[src/rtl/psum_accum.sv]
// Signed dot-product accumulator with round / shift / ReLU / saturate requantization
// and a registered valid/ready output stage.
module psum_accum #(
    parameter int A_width   = 8,
    parameter int B_width   = 8,
    parameter int ACC_width = 32,
    parameter int OUT_width = 8,
    parameter int SH_width  = 5
) (
    input  logic                         clk,
    input  logic                         rst_n,
    input  logic                         in_valid,
    output logic                         in_ready,
    input  logic [A_width+B_width-1:0]   product,
    input  logic                         last,
    input  logic [SH_width-1:0]          shift,
    input  logic                         relu,
    output logic                         out_valid,
    input  logic                         out_ready,
    output logic [OUT_width-1:0]         out_data,
    output logic                         out_sat
);

    localparam int P = A_width + B_width;
    localparam int W = ACC_width + 1;

    localparam logic signed [ACC_width-1:0] ACC_MAX = {1'b0, {(ACC_width-1){1'b1}}};
    localparam logic signed [ACC_width-1:0] ACC_MIN = {1'b1, {(ACC_width-1){1'b0}}};
    localparam logic signed [W-1:0] OUT_MAX_W = {{(W-OUT_width+1){1'b0}}, {(OUT_width-1){1'b1}}};
    localparam logic signed [W-1:0] OUT_MIN_W = {{(W-OUT_width+1){1'b1}}, {(OUT_width-1){1'b0}}};
    localparam logic [OUT_width-1:0] OUT_MAX = {1'b0, {(OUT_width-1){1'b1}}};
    localparam logic [OUT_width-1:0] OUT_MIN = {1'b1, {(OUT_width-1){1'b0}}};

    typedef enum logic {EMPTY, BUSY} state_t;

    state_t                       state;
    logic signed [ACC_width-1:0]  acc;
    logic                         acc_ovf;

    logic                         accept;
    logic signed [ACC_width-1:0]  acc_base;
    logic                         ovf_base;
    logic signed [W-1:0]          sum_wide;
    logic                         sum_ovf;
    logic signed [ACC_width-1:0]  sum_sat;
    logic signed [W-1:0]          sum_ext;
    logic signed [W-1:0]          round_term;
    logic signed [W-1:0]          r_shift;
    logic signed [W-1:0]          r_relu;
    logic                         clamp_hi;
    logic                         clamp_lo;
    logic [OUT_width-1:0]         res_data;
    logic                         res_sat;

    assign in_ready = ~out_valid | out_ready;
    assign accept   = in_valid & in_ready;

    always_comb begin
        // A fresh dot product starts from zero regardless of leftover acc contents.
        acc_base = (state == BUSY) ? acc : '0;
        ovf_base = (state == BUSY) & acc_ovf;

        sum_wide = {acc_base[ACC_width-1], acc_base} + {{(W-P){product[P-1]}}, product};
        sum_ovf  = sum_wide[W-1] ^ sum_wide[W-2];
        if (sum_ovf) begin
            sum_sat = sum_wide[W-1] ? ACC_MIN : ACC_MAX;
        end else begin
            sum_sat = sum_wide[ACC_width-1:0];
        end
        sum_ext = {sum_sat[ACC_width-1], sum_sat};

        // Adding half an LSB before the arithmetic shift rounds half toward +inf.
        round_term = (shift == '0) ? '0 : (W'(1) << (shift - SH_width'(1)));
        r_shift    = (sum_ext + round_term) >>> shift;
        r_relu     = (relu && r_shift[W-1]) ? '0 : r_shift;

        clamp_hi = (r_relu > OUT_MAX_W);
        clamp_lo = (r_relu < OUT_MIN_W);
        if (clamp_hi) begin
            res_data = OUT_MAX;
        end else if (clamp_lo) begin
            res_data = OUT_MIN;
        end else begin
            res_data = r_relu[OUT_width-1:0];
        end
        res_sat = ovf_base | sum_ovf | clamp_hi | clamp_lo;
    end

    always_ff @(posedge clk or negedge rst_n) begin
        if (!rst_n) begin
            state     <= EMPTY;
            acc       <= '0;
            acc_ovf   <= 1'b0;
            out_valid <= 1'b0;
            out_data  <= '0;
            out_sat   <= 1'b0;
        end else begin
            if (accept && !last) begin
                state   <= BUSY;
                acc     <= sum_sat;
                acc_ovf <= ovf_base | sum_ovf;
            end
            // A new result may replace the one being drained in the same cycle.
            if (accept && last) begin
                state     <= EMPTY;
                acc       <= '0;
                acc_ovf   <= 1'b0;
                out_valid <= 1'b1;
                out_data  <= res_data;
                out_sat   <= res_sat;
            end else if (out_valid && out_ready) begin
                out_valid <= 1'b0;
            end
        end
    end

endmodule

[config.mk]
export PLATFORM = sky130hd
export DESIGN_NAME = psum_accum
export DESIGN_NICKNAME = d
export VERILOG_FILES = /design/src/rtl/psum_accum.sv
export SDC_FILE = /design/constraint.sdc
export NUM_CORES = 1
export LEC_CHECK = 0
export ABC_AREA = 1
export CORE_MARGIN = 8
export CORE_UTILIZATION = 50
export CTS_BUF_LIST = sky130_fd_sc_hd__clkbuf_16
export DETAILED_ROUTE_END_ITERATION = 10
export PLACE_DENSITY = 0.71
export SLEW_MARGIN = 20
export SYNTH_ARGS = -nofsm -noshare
export SYNTH_HDL_FRONTEND = slang
export SYNTH_SLANG_ARGS = --single-unit
export TNS_END_PERCENT = 1
[constraint.sdc]
create_clock -name clk -period 9.4 [get_ports clk]
set_clock_uncertainty 0.05 [all_clocks]
set_input_delay 0.94 -clock clk [delete_from_list [all_inputs] [get_ports clk]]
set_output_delay 0.94 -clock clk [all_outputs]
set_load 0.02 [all_outputs]
Yosys cells after proc, flatten, opt, wreduce, memory -nomap -nowiden
Cells that the tools add are included.
Storage, ports and cells
  output and inout bits: 11
  input port bits: 27
  register bits: 44
Operators by class
  magnitude comparators: 2
  shift-type cells: 2
  $add $sub $neg: 3
  bitwise logic cells: 8
  reduce and logical (&&, ||, !) cells: 8
  multiplexer cells: 15
Operators with widths (count)
  32-bit 2-to-1 mux: 5
  33-bit 2-to-1 mux: 2
  32-bit by 16-bit adder with 33-bit output: 1
  32-bit by 33-bit adder with 33-bit output: 1
  33-bit by 8-bit > comparator with 1-bit output, second input constant: 1
  33-bit by 8-bit < comparator with 1-bit output, second input constant: 1
  1-bit by 5-bit left shift with 33-bit output, first input constant: 1
  33-bit by 5-bit >>> shifter with 33-bit output: 1
  8-bit 2-to-1 mux: 2
  1-bit 2-to-1 mux: 6
  5-bit logical NOT: 1
  5-bit by 1-bit subtractor with 5-bit output, second input constant: 1
  1-bit logical AND: 4
  1-bit OR: 4
  2-bit nonzero test: 2
  1-bit bitwise AND: 2
  1-bit logical NOT: 1
  1-bit NOT: 1
  1-bit bitwise XOR: 1

Logic depth before layout (Yosys ltp)
  depth in word-level cells: 11
  gate-level depth with buffers: 51

Least setup slack after synthesis
No wires, ideal clock.
  kind: input -> register
  from: input product[2]
  to: register out_data[0]
  arrival time: 5727 ps
  slack: 3506 ps
  data required time: 9233 ps
  setup time: 117 ps
  stages on the path: 44
  path through: ha_1 -> a21o_1 -> a31oi_2 -> o21ai_1 -> nand2_1 -> nand2_1 -> a21oi_2 -> o21bai_2 -> a21o_1 -> nand2_1 -> nand2_1 -> xor2_1 -> or2_4 -> nand2_2 -> o21ai_0 -> inv_1 -> ha_1 -> fa_1 -> (+8 left out) -> nand3_1 -> nand3_1 -> nand2_1 -> nand2_1 -> nand2_1 -> nand2_1 -> nand2_2 -> nand2_1 -> nand2_1 -> nand2_1 -> nor2_1 -> nand2_1 -> nor2_1 -> nand2_1 -> nand3_2 -> nand2_1 -> nand2_1 -> nand2_1
On the way
  longest elaborated chain between the ends: 10
  elaborated cells on any way between the ends: 12
  those cells by class: 2 x add/sub; 2 x order compare; 1 x shift; 5 x mux; 1 x bitwise; 1 x reduce/logical
Ends and longest elaborated chain
  start, declared: RTL line 14  | input logic [A_width+B_width-1:0] product,
  32-bit by 16-bit adder with 33-bit output (*): RTL line 63  | sum_wide = {acc_base[ACC_width-1], acc_base} + {{(W-P){product[P-1]}}, product};
  32-bit 2-to-1 mux / 1-bit bitwise XOR (equally long branches): RTL line 66, 64
  32-bit 2-to-1 mux (*): RTL line 65  | if (sum_ovf) begin
  32-bit by 33-bit adder with 33-bit output (*): RTL line 74  | r_shift = (sum_ext + round_term) >>> shift;
  33-bit by 5-bit >>> shifter with 33-bit output (*): RTL line 74
  1-bit logical AND: RTL line 75  | r_relu = (relu && r_shift[W-1]) ? '0 : r_shift;
  33-bit 2-to-1 mux (*): RTL line 75
  33-bit by 8-bit < comparator with 1-bit output: RTL line 78  | clamp_lo = (r_relu < OUT_MIN_W);
  8-bit 2-to-1 mux: RTL line 81  | end else if (clamp_lo) begin
  8-bit 2-to-1 mux (*): RTL line 79  | if (clamp_hi) begin
  end signal, assigned: RTL line 109  | out_data <= res_data;
  end, declared: RTL line 20  | output logic [OUT_width-1:0] out_data,
Mark *: on every way between the ends. The rest lies on a longest branch, timed or not.
A chain may end at the register's enable or synchronous reset.

Worst setup path in the final report
  from: input product[15]
  to: register out_sat
On the way
  longest elaborated chain between the ends: 10
  elaborated cells on any way between the ends: 13
  those cells by class: 2 x add/sub; 2 x order compare; 1 x shift; 3 x mux; 4 x bitwise; 1 x reduce/logical
Ends and longest elaborated chain
  32-bit by 16-bit adder with 33-bit output (*): RTL line 63
  32-bit 2-to-1 mux / 1-bit bitwise XOR (equally long branches): RTL line 66, 64
  32-bit 2-to-1 mux: RTL line 65
  32-bit by 33-bit adder with 33-bit output: RTL line 74
  33-bit by 5-bit >>> shifter with 33-bit output: RTL line 74
  1-bit logical AND: RTL line 75
  33-bit 2-to-1 mux: RTL line 75
  33-bit by 8-bit > comparator with 1-bit output: RTL line 77  | clamp_hi = (r_relu > OUT_MAX_W);
  1-bit OR: RTL line 86  | res_sat = ovf_base | sum_ovf | clamp_hi | clamp_lo;
  1-bit OR (*): RTL line 86
  end signal, assigned: RTL line 110  | out_sat <= res_sat;
  end, declared: RTL line 21  | output logic out_sat
Marks and branches as above.

==> flow_summary.toml <==
[floorplanning]
fp-row-count = 49
die_x_microns = 151
dieArea_sq_um = 22800
ios = 38
core_sq_um = 17900
die_h_microns = 151
initial_core_util = 0.509

[synth]
ys_async_sr_fraction = 1.00
synthCells = 1651
synth_nets = 1745
synth_area_per_cell_sq_um = 5.52
ys_seq_area_frac = 0.121
netlist_area_sq_um = 9110
synthDistinctLibCells = 52
synth_ff_type = "dfrtp_1"
synth_warnings = 0
synth_edf_count = 0
synth-seq-cells = 44

[cts]
clockBufferDepth = 2
htreeDepth = 2
cts-resized-gates = 0
cts_hold_buf = 0
cts_num_sinks = 44
clk_latency_ns = 0.29
cts_tree = "built"
cts_made_buffers = 5
cts_root_buffer = "clkbuf_16"
post-cts-setup-buffer-count = 0
path_clk_slew_ns = 0.06

[global_routing]
grt_pass1_vias = 9555
grt_pass1_wl_microns = 48200
grt_usage = 0.260
grt_max_degree = 45
antenna_found_initial = 0
overflow = 0

[sta]
period_needed_ns = 7.75
tightest_slew_ns = 0.990
max_slew_margin = 0.336
fmax_mhz = 129
finalCritPeriodShare = 0.825
final_max_slew_viol_count = 0
tns_ns = 0
rsz0062_at_grt = "false"
setup_viol = 0
hold_viol = 0

[pwr]
p_leak_nw = 5.52
ir_drop_mv = 0.0924
power.density_nw_per_um2 = 171
power_frac_clock = 0.103
combPwrFrac = 0.742
p_int_w = 0.000735
p_switching_w = 0.000927
total_power_w = 0.00166
power_frac_seq = 0.156
swShare = 0.558

[place]
dp.cells = 1875
place_hpwl_microns = 24300
port_buffers = 37
gp_congestion = 1.02

[critical_path]
cp_common_cell = "nand2_1"
worstSetupStartpointType = "input port"
crit_type = "input port to register"
critical_path_peak_fanout = 27
worst_path_largest_cell_delay_ns = 0.83
worstPathRequired_ns = 9.53
arrival_ns = 7.88
crit_path_top_delay_cell = "clkdlybuf4s50_1"
critPathCaptureType = "register"

[routing]
drt_iter0_drc = 1170
ant_nets = 0
dr.pass1.iters = 6
drc = 0
via_per_inst = 5.57
routed_wl_microns = 29600
route.vias.total = 10500
wl_per_cell_microns = 15.7

[flow_run]
maxCapViolCount = 0

[cells_and_area]
nets = 1747
area_growth_pct = 6.89
final-seq-area_sq_um = 1100
multi_input_area_sq_um = 6910
layout-drive-gt1-share = 0.0707
instances_no_fill = 1883
fillers = 1915
num_antenna_cells = 0

[outcome]
status = "completed"

[worst_hold_path]
hp-class = "register to register"
-- kinds of logic (layout without fill, tap and decap cells) --
kind of cell | count (synthesis) | in the layout | share of synthesized area
simple gates | 1046 | 1046 | 0.501
buf+inv | 278 | 281 | 0.121
compound gates | 177 | 177 | 0.126
fa+ha+maj | 67 | 67 | 0.0937
flops | 44 | 44 | 0.121
xor+xnor | 37 | 37 | 0.0356
other cells | 1 | 1 | 0.000412
mux | 1 | 1 | 0.00110
-- state kept, by name, indices dropped and copies added (netlist names) --
register,cells
out_sat,1
out_data,8
acc,32
out_valid,1
acc_ovf,1
state,1
-- stage by stage --
stage                     cell area, sq um   util  setup slack (ns)  hold slack (ns)
after global routing                  9740  0.544             0.982            0.455
after CTS                             9740  0.544              1.82            0.438
after floorplan                       9110      -              3.51            0.399
after detailed placement              9600  0.536              1.51            0.421
final                                 9740  0.544              1.65            0.435
after global placement                9600  0.536              1.66            0.416
-- synth_stat cells (all sizes together) (2+ instances only) --
cell / count / area [sq um]
a21o: 4 / 30.0
a21oi: 91 / 549
a22o: 26 / 228
a31oi: 6 / 43.8
and2: 3 / 18.8
buf: 31 / 168
clkbuf: 23 / 90.1
clkinv: 6 / 27.5
dfrtp: 44 / 1100
fa: 2 / 40.0
ha: 65 / 813
inv: 218 / 818
nand2: 591 / 2290
nand3: 285 / 1490
nand4: 12 / 75.1
nor2: 130 / 508
nor3: 13 / 85.1
nor4: 3 / 33.8
o211ai: 6 / 45.0
o21a: 2 / 15.0
o21ai: 33 / 165
o21bai: 5 / 41.3
or2: 7 / 46.3
xnor2: 20 / 175
xor2: 17 / 149
-- power by group through the flow --
stage	logic (W)	clock network [W]	registers [W]
floorplan	0.000904	0	0.000266
global placement	0.00120	0	0.000261
detailed placement	0.00120	0	0.000262
CTS	0.00121	0.000173	0.000258
global route	0.00136	0.000180	0.000264
finish	0.00123	0.000170	0.000259
-- worst paths after layout --
kind | cells after the start | slack, ns | startpoint | to
min in group asynchronous | 1 | 0.58 | rst_n | acc[24]
max in group asynchronous | 1 | 8.30 | rst_n | out_data[1]
max reg2reg | 47 | 2.19 | state | out_sat
max | 43 | 1.65 | product[15] | out_sat
min reg2reg | 2 | 0.44 | out_data[4] | out_data[4]
min | 2 | 0.44 | out_data[4] | out_data[4]
-- layout make-up --
type	instances	area share
tap	229	0.0294
clock inverter	3	0.00141
clock buffer	5	0.0128
inverter	224	0.0868
multi-input combinational	1329	0.709
sequential	44	0.113
timing repair buffer	49	0.0470
-- worst max-delay path: cells and delay by family --
family | cells | cell delay [ns]
AND/OR/NAND/NOR | 34 | 4.17
adder cells (fa/ha/maj) | 3 | 1.30
AO/OA/AOI/OAI | 2 | 0.33
buffers and inverters | 4 | 1.10
-- cell usage in the layout, fill, tap and decap left out, types with 17 or more instances in the layout --
cell type,instances
a21oi_1,66
dfrtp_1,44
nor2_1,121
a22o_1,26
inv_1,205
clkdlybuf4s50_1,36
nand2_2,20
nand2_1,568
o21ai_0,29
a21oi_2,25
xnor2_1,20
nand3_1,273
xor2_1,17
ha_1,65
-- per-layer routing --
| layer | track usage | wire [microns] | vias up |
|---|---|---|---|
| met3 | 0.0269 | 1850 | 44 |
| met1 | 0.361 | 13900 | 4699 |
| met5 | 0 | 0 | - |
| met4 | 0.0752 | 713 | 0 |
| li1 | - | - | 5342 |
| met2 | 0.419 | 13100 | 396 |
Power figures use the tool's default switching activity.
